$ cat src/rtl/qerv_bufreg_w.sv
// Buffer register for the W-bit-serial core: serial rs1+imm accumulator,
// data-bus address source, LSU lane/misalign decode and operand shifter.
module qerv_bufreg_w #(
    parameter int unsigned MDU            = 0,
    parameter int unsigned BITS_PER_CYCLE = 1,
    parameter int unsigned LB             = $clog2(BITS_PER_CYCLE)
) (
    input  logic                      i_clk,
    input  logic                      i_rst,
    input  logic                      i_cnt0,
    input  logic                      i_en,
    input  logic                      i_init,
    input  logic                      i_mdu_op,
    input  logic                      i_rs1_en,
    input  logic                      i_imm_en,
    input  logic                      i_clr_lsb,
    input  logic                      i_shift_op,
    input  logic                      i_right_shift_op,
    input  logic                      i_sh_signed,
    input  logic [1:0]                i_lsu_size,
    input  logic [BITS_PER_CYCLE-1:0] i_rs1,
    input  logic [BITS_PER_CYCLE-1:0] i_imm,
    input  logic [LB:0]               i_shamt_lsb,
    output logic [BITS_PER_CYCLE-1:0] o_q,
    output logic [1:0]                o_lsb,
    output logic                      o_misalign,
    output logic [3:0]                o_byte_en,
    output logic [31:0]               o_dbus_adr,
    output logic [31:0]               o_ext_rs1
);

    localparam int unsigned W   = BITS_PER_CYCLE;
    localparam logic [LB:0] W_L = W[LB:0];

    logic [31:0]    data_q, data_d;
    logic           c_q, c_d;
    logic [1:0]     lsb_q, lsb_d;
    logic [2*W-1:0] spill_q, spill_d;
    logic           misalign_q, misalign_d;

    logic [W-1:0]   rs1_g, imm_m, imm_g, q, fill;
    logic [W:0]     sum;
    logic [LB:0]    s;
    logic [2*W-1:0] sh;
    logic           lsb_upd;

    always_comb begin
        imm_m = i_imm;
        if (i_cnt0 && i_clr_lsb) imm_m[0] = 1'b0;
        rs1_g = i_rs1_en ? i_rs1 : '0;
        imm_g = i_imm_en ? imm_m : '0;
        sum   = {1'b0, rs1_g} + {1'b0, imm_g} + {{W{1'b0}}, c_q};
        q     = sum[W-1:0];
        c_d   = sum[W] & i_en;
    end

    always_comb begin
        fill   = i_init ? q : (i_sh_signed ? {W{data_q[31]}} : '0);
        data_d = data_q;
        if (i_en) data_d = {fill, data_q[31:W]};
    end

    // Right shifts use the complementary left amount; the coarse counter outside
    // supplies the extra chunk of delay.
    always_comb begin
        s = '0;
        if (i_shift_op) begin
            if (i_right_shift_op)
                s = (i_shamt_lsb == '0) ? '0 : W_L - i_shamt_lsb;
            else
                s = i_shamt_lsb;
        end
        sh      = {{W{1'b0}}, data_q[W-1:0]} << s;
        spill_d = spill_q;
        if (i_en)
            spill_d = sh;
        else if (i_cnt0)
            spill_d = '0;
        o_q = i_en ? (sh[W-1:0] | spill_q[2*W-1:W]) : '0;
    end

    if (W == 1) begin : g_bit
        // With one bit per cycle, address bit 1 arrives on the enabled cycle after cnt0.
        logic cnt1_q, cnt1_d;

        always_comb begin
            lsb_d   = lsb_q;
            lsb_upd = 1'b0;
            cnt1_d  = cnt1_q;
            if (i_en) begin
                cnt1_d = i_cnt0 & i_init;
                if (i_cnt0 && i_init) lsb_d[0] = q[0];
                if (cnt1_q) begin
                    lsb_d[1] = q[0];
                    lsb_upd  = 1'b1;
                end
            end
        end

        always_ff @(posedge i_clk or posedge i_rst) begin
            if (i_rst) cnt1_q <= 1'b0;
            else       cnt1_q <= cnt1_d;
        end
    end else begin : g_chunk
        always_comb begin
            lsb_upd = i_en & i_cnt0 & i_init;
            lsb_d   = lsb_upd ? q[1:0] : lsb_q;
        end
    end

    always_comb begin
        misalign_d = misalign_q;
        if (lsb_upd) begin
            case (i_lsu_size)
                2'b01:   misalign_d = lsb_d[0];
                2'b10:   misalign_d = |lsb_d;
                default: misalign_d = 1'b0;
            endcase
        end
    end

    always_ff @(posedge i_clk or posedge i_rst) begin
        if (i_rst) begin
            data_q     <= '0;
            c_q        <= 1'b0;
            lsb_q      <= '0;
            spill_q    <= '0;
            misalign_q <= 1'b0;
        end else begin
            data_q     <= data_d;
            c_q        <= c_d;
            lsb_q      <= lsb_d;
            spill_q    <= spill_d;
            misalign_q <= misalign_d;
        end
    end

    always_comb begin
        case (i_lsu_size)
            2'b00:   o_byte_en = 4'b0001 << lsb_q;
            2'b01:   o_byte_en = 4'b0011 << {lsb_q[1], 1'b0};
            default: o_byte_en = 4'b1111;
        endcase
        o_lsb      = ((MDU != 0) && i_mdu_op) ? 2'b00 : lsb_q;
        o_misalign = misalign_q;
        o_dbus_adr = {data_q[31:2], 2'b00};
        o_ext_rs1  = {data_q[31:2], lsb_q};
    end

endmodule

$ cat config.mk
export PLATFORM = sky130hd
export DESIGN_NAME = qerv_bufreg_w
export DESIGN_NICKNAME = d
export VERILOG_FILES = /design/src/rtl/qerv_bufreg_w.sv
export SDC_FILE = /design/constraint.sdc
export NUM_CORES = 1
export LEC_CHECK = 0
export BUFFER_PORTS_ARGS = -buffer_cell sky130_fd_sc_hd__buf_2
export CORE_ASPECT_RATIO = 1.4
export CORE_MARGIN = 5
export CORE_UTILIZATION = 45
export CTS_CLUSTER_DIAMETER = 50
export CTS_CLUSTER_SIZE = 25
export DETAILED_ROUTE_END_ITERATION = 8
export GPL_TIMING_DRIVEN = 0
export PLACE_DENSITY = 0.76
export RECOVER_POWER = 100
export SYNTH_ARGS = -nofsm -noshare
export SYNTH_HDL_FRONTEND = slang
export SYNTH_SLANG_ARGS = --single-unit
$ cat constraint.sdc
create_clock -name i_clk -period 1.6 [get_ports i_clk]
set_input_delay 0.16 -clock i_clk [delete_from_list [all_inputs] [get_ports i_clk]]
set_output_delay 0.16 -clock i_clk [all_outputs]
set_load 0.01 [all_outputs]
======== After elaboration in Yosys (flattened, before gate mapping) ========
Index checks and enable logic that the tools add are counted.
word-level totals
  register bits ........................... 39
  bits of input ports ..................... 17
  output and inout bits ................... 72
  logic and storage cells ................. 43
operators by class
  $add $sub $neg .......................... 3
  eq/ne operators ......................... 3
  shift-type cells ........................ 3
  multiplexer cells ....................... 18
  bitwise logic cells ..................... 3
  reductions and logical operators ........ 6
operator list
  cell                                             count
  two-way mux 1 bit                                13
  one-hot mux 4 bit (2 select lines)               1
  two-way mux 2 bit                                3
  left shift 1 x 2 -> 4 bit, first input constant  1
  left shift 2 x 2 -> 4 bit, first input constant  1
  adder 1 x 1 -> 2 bit                             1
  adder 2 x 1 -> 2 bit                             1
  AND 1 bit                                        2
  == test 2 x 1 -> 1 bit, second input constant    1
  == test 2 bit, second input constant             1
  logical AND 1 bit                                2
  logical NOT 2 bit                                1
  inequality test 2 bit, second input constant     1
  one-hot mux 1 bit (2 select lines)               1
  AND reduction 2 bit                              1
  nonzero test 2 bit                               1
  OR reduction 2 bit                               1
  left shift 1 x 1 -> 2 bit                        1
  bitwise OR 1 bit                                 1
  subtractor 1 bit, first input constant           1

======== Longest topological paths before layout ========
Gate-level depths: netlist (run 1).
  depth after elaboration ................. 9
  depth in mapped cells ................... 6

======== Worst setup path after synthesis (run 1) ========
No wires, ideal clock.
  path type ............................... reg2reg
  start ................................... register c_q
  end ..................................... register misalign_q (netlist: o_misalign)
  library setup time ...................... 0.135 ns
  arrival time ............................ 1.269 ns
  slack ................................... 0.196 ns
  cell stages (with the launch flop) ...... 6
  path buffers ............................ 0
  period minus slack after synthesis ...... 1.404 ns
  cells stage by stage .................... dfrtp_1 > inv_1 > fa_1 > inv_1 > a221oi_2 > a22oi_1
on the way
  cells in the longest elaborated chain, start to end .. 5
  elaborated cells between the ends (all ways) .. 6
  those cells by class .................... add/sub (1); mux (4); reduce/logical (1)
ends and longest elaborated chain
  item                                         RTL line  RTL
  from (decl)                                  36        logic c_q, c_d;
  from (signal assigned)                       125       c_q <= 1'b0;
  from (signal assigned)                       131       c_q <= c_d;
  adder 2 x 1 -> 2 bit *                       52        sum = {1'b0, rs1_g} + {1'b0, imm_g} + {{W{1'b0}}, c_q};
  two-way mux 1 bit, on equally long branches  92, 93
  two-way mux 2 bit *                          90        if (i_en) begin
  OR reduction 2 bit                           116       2'b10: misalign_d = |lsb_d;
  one-hot mux 1 bit (2 select lines) *         114       case (i_lsu_size)
  to (signal assigned)                         134       misalign_q <= misalign_d;
  to (decl)                                    39        logic misalign_q, misalign_d;
Mark *: on every way between the ends. The rest lies on a longest branch, timed or not.
A chain may end at the register's enable or synchronous reset.

======== Worst setup path after layout (run 1) ========
Same ends and word-level chain as after synthesis.

==> flow_metrics.env, run 1 <==
export IMPL_status="complete, no violations"
export IMPL_n_antenna_cell=0
export IMPL_drive_above_1_share_pct=55.6
export IMPL_placeableCoreArea_sq_um=4570
export IMPL_cts_sink_count=38
export IMPL_slowest_stage_delay_cp_ns=0.55
export IMPL_drtPass1Iterations=4
export IMPL_worst_path_most_repeated_cell="inv_1"
export IMPL_numCtsBuffers=5
export IMPL_final_min_clock_period_ns=1.47
export IMPL_min_from="i_cnt0"
export IMPL_worstHoldPathType="input pin to flop"
export IMPL_finalSetupViolations=0
export IMPL_die_h_um=91.3
export IMPL_max_vdd_ir_drop_v=0.000664
export IMPL_ys_seq_elements=38
export IMPL_antenna_found_initial=0
export IMPL_cellPowerDensity_nw_per_um2=1510
export IMPL_count_of_maximum_capacitance_violations=0
export IMPL_cts_tree="yes"
export IMPL_setup_reg_to_reg_worst_slack_ns=0.13
export IMPL_timing_critical_path_max_delay_family="adder cells"
export IMPL_finalHoldViolCount=0
export IMPL_synthCells=182
export IMPL_path_depth=5
export IMPL_buffer_ports_inserted=84
export IMPL_fp_dieArea_sq_um=6210
export IMPL_fin_setup_tns_ns=0
export IMPL_total_power_uw=4090
export IMPL_post_synth_num_cell_types=24
export IMPL_clock_tree_htree_level_count=2
export IMPL_num_fill_cells=440
export IMPL_nNetsFinal=297
export IMPL_crit_arrival_ns=1.63
export IMPL_synthToLayoutAreaGrowth_pct=27.4
export IMPL_initial_utilization_pct=46.4
export IMPL_grt_pass1_vias=1328
export IMPL_worst_path_max_fanout=3
export IMPL_rsz_0062_raised_after_global_routing="false"
export IMPL_postLayoutSetupSlackWorst_ns=0.126
export IMPL_timing_worst_slew_pin_value_ns=0.635
export IMPL_crit_required_ns=1.76
export IMPL_worst_clock_skew_ns=0.00204
export IMPL_pre_cts_setup_slack_ns=0.103
export IMPL_synth_most_common_cell="buf_4"
export IMPL_timing_fmax_mhz=678
export IMPL_synth_cell_area_sq_um=2120
export IMPL_routed_via_count=1451
export IMPL_drt_vias_per_instance=4.28
export IMPL_synth_top_cell_area_share_pct=44.8
export IMPL_grt_overflow_total=0
export IMPL_worst_path_max_delay_cell="fa_1"
export IMPL_yosysSeqAreaShare_pct=44.8
export IMPL_crit_path_start="c_q"
export IMPL_cts_root_buffer="clkbuf_8"
export IMPL_clk_transition_reported_paths_ns=0.07
export IMPL_maxSlewHeadroom_pct=57.6
export IMPL_timing_final_crit_share_pct=92.1
export IMPL_synth_main_ff_cell="dfrtp_1"
export IMPL_synth_warnings=0
export IMPL_cp_endpoint="o_misalign"
export IMPL_grt_pass1_wl_mm=6.11
export IMPL_die_width_um=68.0
export IMPL_synth_area_leaders="dfrtp_1 45%, buf_4 23%, mux2_2 16%"
export IMPL_syn_avg_cell_area_sq_um=11.7
export IMPL_io_pins=89
export IMPL_ant_nets=0
export IMPL_timing_critical_path_buf_inv=2
export IMPL_placement_rows=29
export IMPL_timing_max_transition_violations_final=0
export IMPL_wl_mm=3.77
export IMPL_power_leakage_uw=0.00147
export IMPL_worst_r2r_path_depth=5
export IMPL_cp_end_kind="flop"
export IMPL_critPathKind="flop to flop"
export IMPL_detail_route_wl_per_cell_um=11.1
export IMPL_synthDominantAreaCellType="dfrtp_1"
export IMPL_largest_net_degree_at_the_start_of_global_routing=25
export IMPL_synth_async_reset_ratio_pct=100
export IMPL_synth_top_cells_by_count="64 x buf_4, 38 x dfrtp_1, 31 x mux2_2"
export IMPL_grt_total_usage_pct=12.7
export IMPL_worst_skew_pair_late_latency_ns=0.28
export IMPL_number_of_flops_mapped_to_enable_cells_by_yosys=0
export IMPL_cts_buffer_depth=2
export IMPL_drc=0
export IMPL_rr_endpoint="o_misalign"
export IMPL_critPathLaunchType="flop"
export IMPL_globalplace_congestion=0.772
export IMPL_crit_path_cell_trace="inv_1, fa_1, inv_1, a221oi_2, a22oi_1"
export IMPL_drt_iter0_markers=37
export IMPL_critical_path_reg2reg_startpoint="c_q"
export IMPL_dpl_hpwl_mm=2.97
## metal layers
metal	share of wire, %	wire length, um	global-route usage, %
met1	38	1420	13.8
met2	53	2010	22.5
met4	2.0	74	5.80
met5	0	0	0
met3	7.0	262	3.09
## how the worst min path moves through the flow
stage	end	slack (ns)	cells after the start
after floorplan	spill_q[1]	0.26	1
after global placement	spill_q[1]	0.40	2
after detailed placement	data_q[22]	0.27	2
after CTS	spill_q[1]	0.10	2
after global routing	spill_q[1]	0.11	2
final	spill_q[1]	0.11	2
## final cells by class
cell class	instances	area [sq um]	area share, %
timing repair buffer	86	408	15.1
multi-input combinational	67	597	22.1
tap	62	77.6	2.87
sequential	38	951	35.2
buffer	69	544	20.1
clock inverter	1	5.00	0.185
inverter	9	33.8	1.25
clock buffer	7	86.3	3.19
## metrics by stage
| stage | utilization [%] | hold slack, ns | cell area (sq um) | instances |
|---|---|---|---|---|
| finish | 59.1 | 0.113 | 2700 | 339 |
| CTS | 60.2 | 0.102 | 2750 | 339 |
| global placement | 57.4 | 0.400 | 2620 | 329 |
| global route | 59.1 | 0.106 | 2700 | 339 |
| floorplan | - | 0.258 | 2130 | 183 |
| detailed placement | 58.0 | 0.271 | 2650 | 330 |
## report_power, final
group | internal (uW) | switching, uW | total (uW)
clock | 347 | 298 | 645
sequential | 1250 | 280 | 1530
combinational | 1160 | 759 | 1920
total | 2750 | 1340 | 4090
## placed cells by master (no fill, tap or decap), drive strengths merged, types with 2 or more instances in the layout
master | synthesis | routed
buf | 66 | 81
clkbuf | 3 | 80
conb | 1 | 2
dfrtp | 38 | 38
ha | 3 | 3
inv | 9 | 9
mux2 | 31 | 31
nand2 | 9 | 9
nand3 | 2 | 2
nor2b | 3 | 3
o21ai | 3 | 3
o22ai | 4 | 4
## kinds of logic after synthesis
family,after synthesis,synth area share (%)
compound gates,13,4.48
fa+ha+maj,4,2.71
buf+inv,78,27.2
flops,38,44.8
mux,31,16.5
other cells,1,0.177
simple gates,17,4.13
## state kept, by name (all words and copies together) (netlist names)
signal,flops
o_lsb,2
o_misalign,1
data_q,32
g_bit.cnt1_q,1
spill_q,1
c_q,1
## worst register-to-register path: stages (launching register included)
cell and delay, ns:
dfrtp_1 0.33, inv_1 0.05, fa_1 0.55, inv_1 0.08
a221oi_2 0.26, a22oi_1 0.09
## repair_timing
item                                   in CTS  in global routing
hold buffers                                1                  0
buffers inserted                            0                  0
endpoints found under the hold margin      14                  0
resized for setup                           0                  0
Power figures use the tool's default switching activity.
==> run 2, diff against run 1 <==
--- a/config.mk
+++ b/config.mk
@@ -9,6 +9,7 @@
 export CORE_ASPECT_RATIO = 1.4
 export CORE_MARGIN = 5
 export CORE_UTILIZATION = 45
+export CTS_BUF_LIST = sky130_fd_sc_hd__clkbuf_2 sky130_fd_sc_hd__clkbuf_4 sky130_fd_sc_hd__clkbuf_8
 export CTS_CLUSTER_DIAMETER = 50
 export CTS_CLUSTER_SIZE = 25
 export DETAILED_ROUTE_END_ITERATION = 8
==> flow_metrics.env, run 2 (synthesized netlist as in run 1, its figures left out) <==
export IMPL_post_cts_resized=0
export IMPL_worst_skew_pair_late_latency_ns=0.28
export IMPL_fin_setup_tns_ns=0
export IMPL_post_cts_setup_buffer_count=0
export IMPL_grt_total_usage_pct=12.7
export IMPL_critPathKind="flop to flop"
export IMPL_io_pins=89
export IMPL_seqPwrFrac_pct=37.2
export IMPL_drt_vias_per_instance=4.28
export IMPL_die_width_um=68.0
export IMPL_number_of_cells_on_the_worst_hold_path=2
export IMPL_numCtsBuffers=5
export IMPL_largest_net_degree_at_the_start_of_global_routing=25
export IMPL_num_fill_cells=440
export IMPL_timing_worst_slew_pin_value_ns=0.635
export IMPL_worst_r2r_path_depth=5
export IMPL_initial_utilization_pct=46.4
export IMPL_post_layout_nonfiller_instances=339
export IMPL_worst_path_max_fanout=3
export IMPL_switching_power_summed_over_all_nets_uw=1340
export IMPL_wl_mm=3.77
export IMPL_max_flop_register="data_q"
export IMPL_drc=0
export IMPL_finalSetupViolations=0
export IMPL_max_vdd_ir_drop_v=0.000664
export IMPL_p_clk_share_pct=16.1
export IMPL_cts_tree="yes"
export IMPL_crit_required_ns=1.76
export IMPL_die_h_um=91.3
export IMPL_worst_path_max_delay_cell="fa_1"
export IMPL_status="complete, no violations"
export IMPL_rsz_0062_raised_after_global_routing="false"
export IMPL_synthToLayoutAreaGrowth_pct=27.5
export IMPL_cellPowerDensity_nw_per_um2=1520
export IMPL_timing_final_crit_share_pct=92.1
export IMPL_placeableCoreArea_sq_um=4570
export IMPL_drt_iter0_markers=37
export IMPL_ant_nets=0
export IMPL_power_combinational_fraction_pct=46.7
export IMPL_worstHoldPathType="input pin to flop"
export IMPL_fp_dieArea_sq_um=6210
export IMPL_nNetsFinal=297
export IMPL_clk_transition_reported_paths_ns=0.07
export IMPL_worst_clock_skew_ns=0.00203
export IMPL_routed_via_count=1451
export IMPL_placement_rows=29
export IMPL_detail_route_wl_per_cell_um=11.1
export IMPL_count_of_maximum_capacitance_violations=0
export IMPL_clock_tree_htree_level_count=2
export IMPL_crit_path_cell_trace="inv_1, fa_1, inv_1, a221oi_2, a22oi_1"
export IMPL_maxSlewHeadroom_pct=57.6
export IMPL_crit_arrival_ns=1.63
export IMPL_final_min_clock_period_ns=1.47
export IMPL_slowest_stage_delay_cp_ns=0.55
export IMPL_drtPass1Iterations=4
export IMPL_drive_above_1_share_pct=56.0
export IMPL_p_int_uw=2770
export IMPL_critPathLaunchType="flop"
export IMPL_buffer_ports_inserted=84
export IMPL_worst_path_most_repeated_cell="inv_1"
export IMPL_path_depth=5
export IMPL_antenna_found_initial=0
export IMPL_grt_overflow_total=0
export IMPL_total_power_uw=4110
export IMPL_timing_max_transition_violations_final=0
export IMPL_timing_critical_path_buf_inv=2
export IMPL_n_antenna_cell=0
export IMPL_timing_fmax_mhz=678
export IMPL_globalplace_congestion=0.772
export IMPL_grt_pass1_wl_mm=6.11
export IMPL_commonest_non_fill_non_tap_cells_in_the_layout="44 x buf_2, 40 x clkbuf_1, 38 x dfrtp_1, 34 x buf_4"
export IMPL_cts_buffer_depth=2
export IMPL_switching_fraction_of_total_power_pct=32.6
export IMPL_dpl_hpwl_mm=2.97
export IMPL_cts_root_buffer="clkbuf_8"
export IMPL_final_common_cell="buf_2"
export IMPL_largest_register_ffs=32
export IMPL_numPlacedInstances=330
export IMPL_grt_pass1_vias=1328
export IMPL_cts_sink_count=38
export IMPL_power_leakage_uw=0.00147
export IMPL_timing_critical_path_max_delay_family="adder cells"
export IMPL_finalHoldViolCount=0
export IMPL_cp_end_kind="flop"
==> run 2: power by group through the flow <==
stage | logic (uW) | clock network, uW | registers (uW)
after global routing | 2080 | 734 | 1590
after global placement | 1990 | 0 | 1540
final | 1920 | 662 | 1530
after floorplan | 1420 | 0 | 1470
after CTS | 2050 | 699 | 1540
after detailed placement | 2040 | 0 | 1560
==> run 2: area by class of cell <==
type	instances	area (sq um)	area share (%)
multi-input cells	67	597	22.1
clock inverters	1	5.00	0.185
well taps	62	77.6	2.87
plain buffers	69	544	20.1
inverters	9	33.8	1.25
flip-flops and latches	38	951	35.1
repair buffers	86	408	15.1
clock buffers	7	90.1	3.33
==> run 2: final timing paths <==
path | start | endpoint | slack [ns]
max reg2reg | c_q | o_misalign | 0.13
min in group asynchronous | i_rst | data_q[21] | 0.52
max | c_q | o_misalign | 0.13
max in group asynchronous | i_rst | data_q[9] | 0.55
min | i_cnt0 | spill_q[1] | 0.11
min reg2reg | data_q[1] | data_q[1] | 0.50
==> run 2: stage by stage <==
step                      setup slack [ns]  utilization [%]  hold slack [ns]  area [sq um]
after global routing                0.0373             59.2            0.106          2710
after detailed placement             0.103             58.0            0.271          2650
after floorplan                      0.196                -            0.258          2130
after CTS                            0.119             60.3            0.102          2760
final                                0.126             59.2            0.113          2710
after global placement              0.0966             57.4            0.400          2620
==> run 2: routing by layer <==
| metal | track usage [%] | vias to the layer above | share of wire [%] |
|---|---|---|---|
| li1 | - | 717 | - |
| met3 | 3.09 | 6 | 7.0 |
| met5 | 0 | - | 0 |
| met1 | 13.8 | 678 | 38 |
| met2 | 22.5 | 50 | 53 |
| met4 | 5.80 | 0 | 2.0 |
==> run 2: what timing repair did <==
item | CTS | global route
setup endpoints to repair | 0 | 0
hold endpoints to repair | 14 | 0
hold buffers | 1 | 0
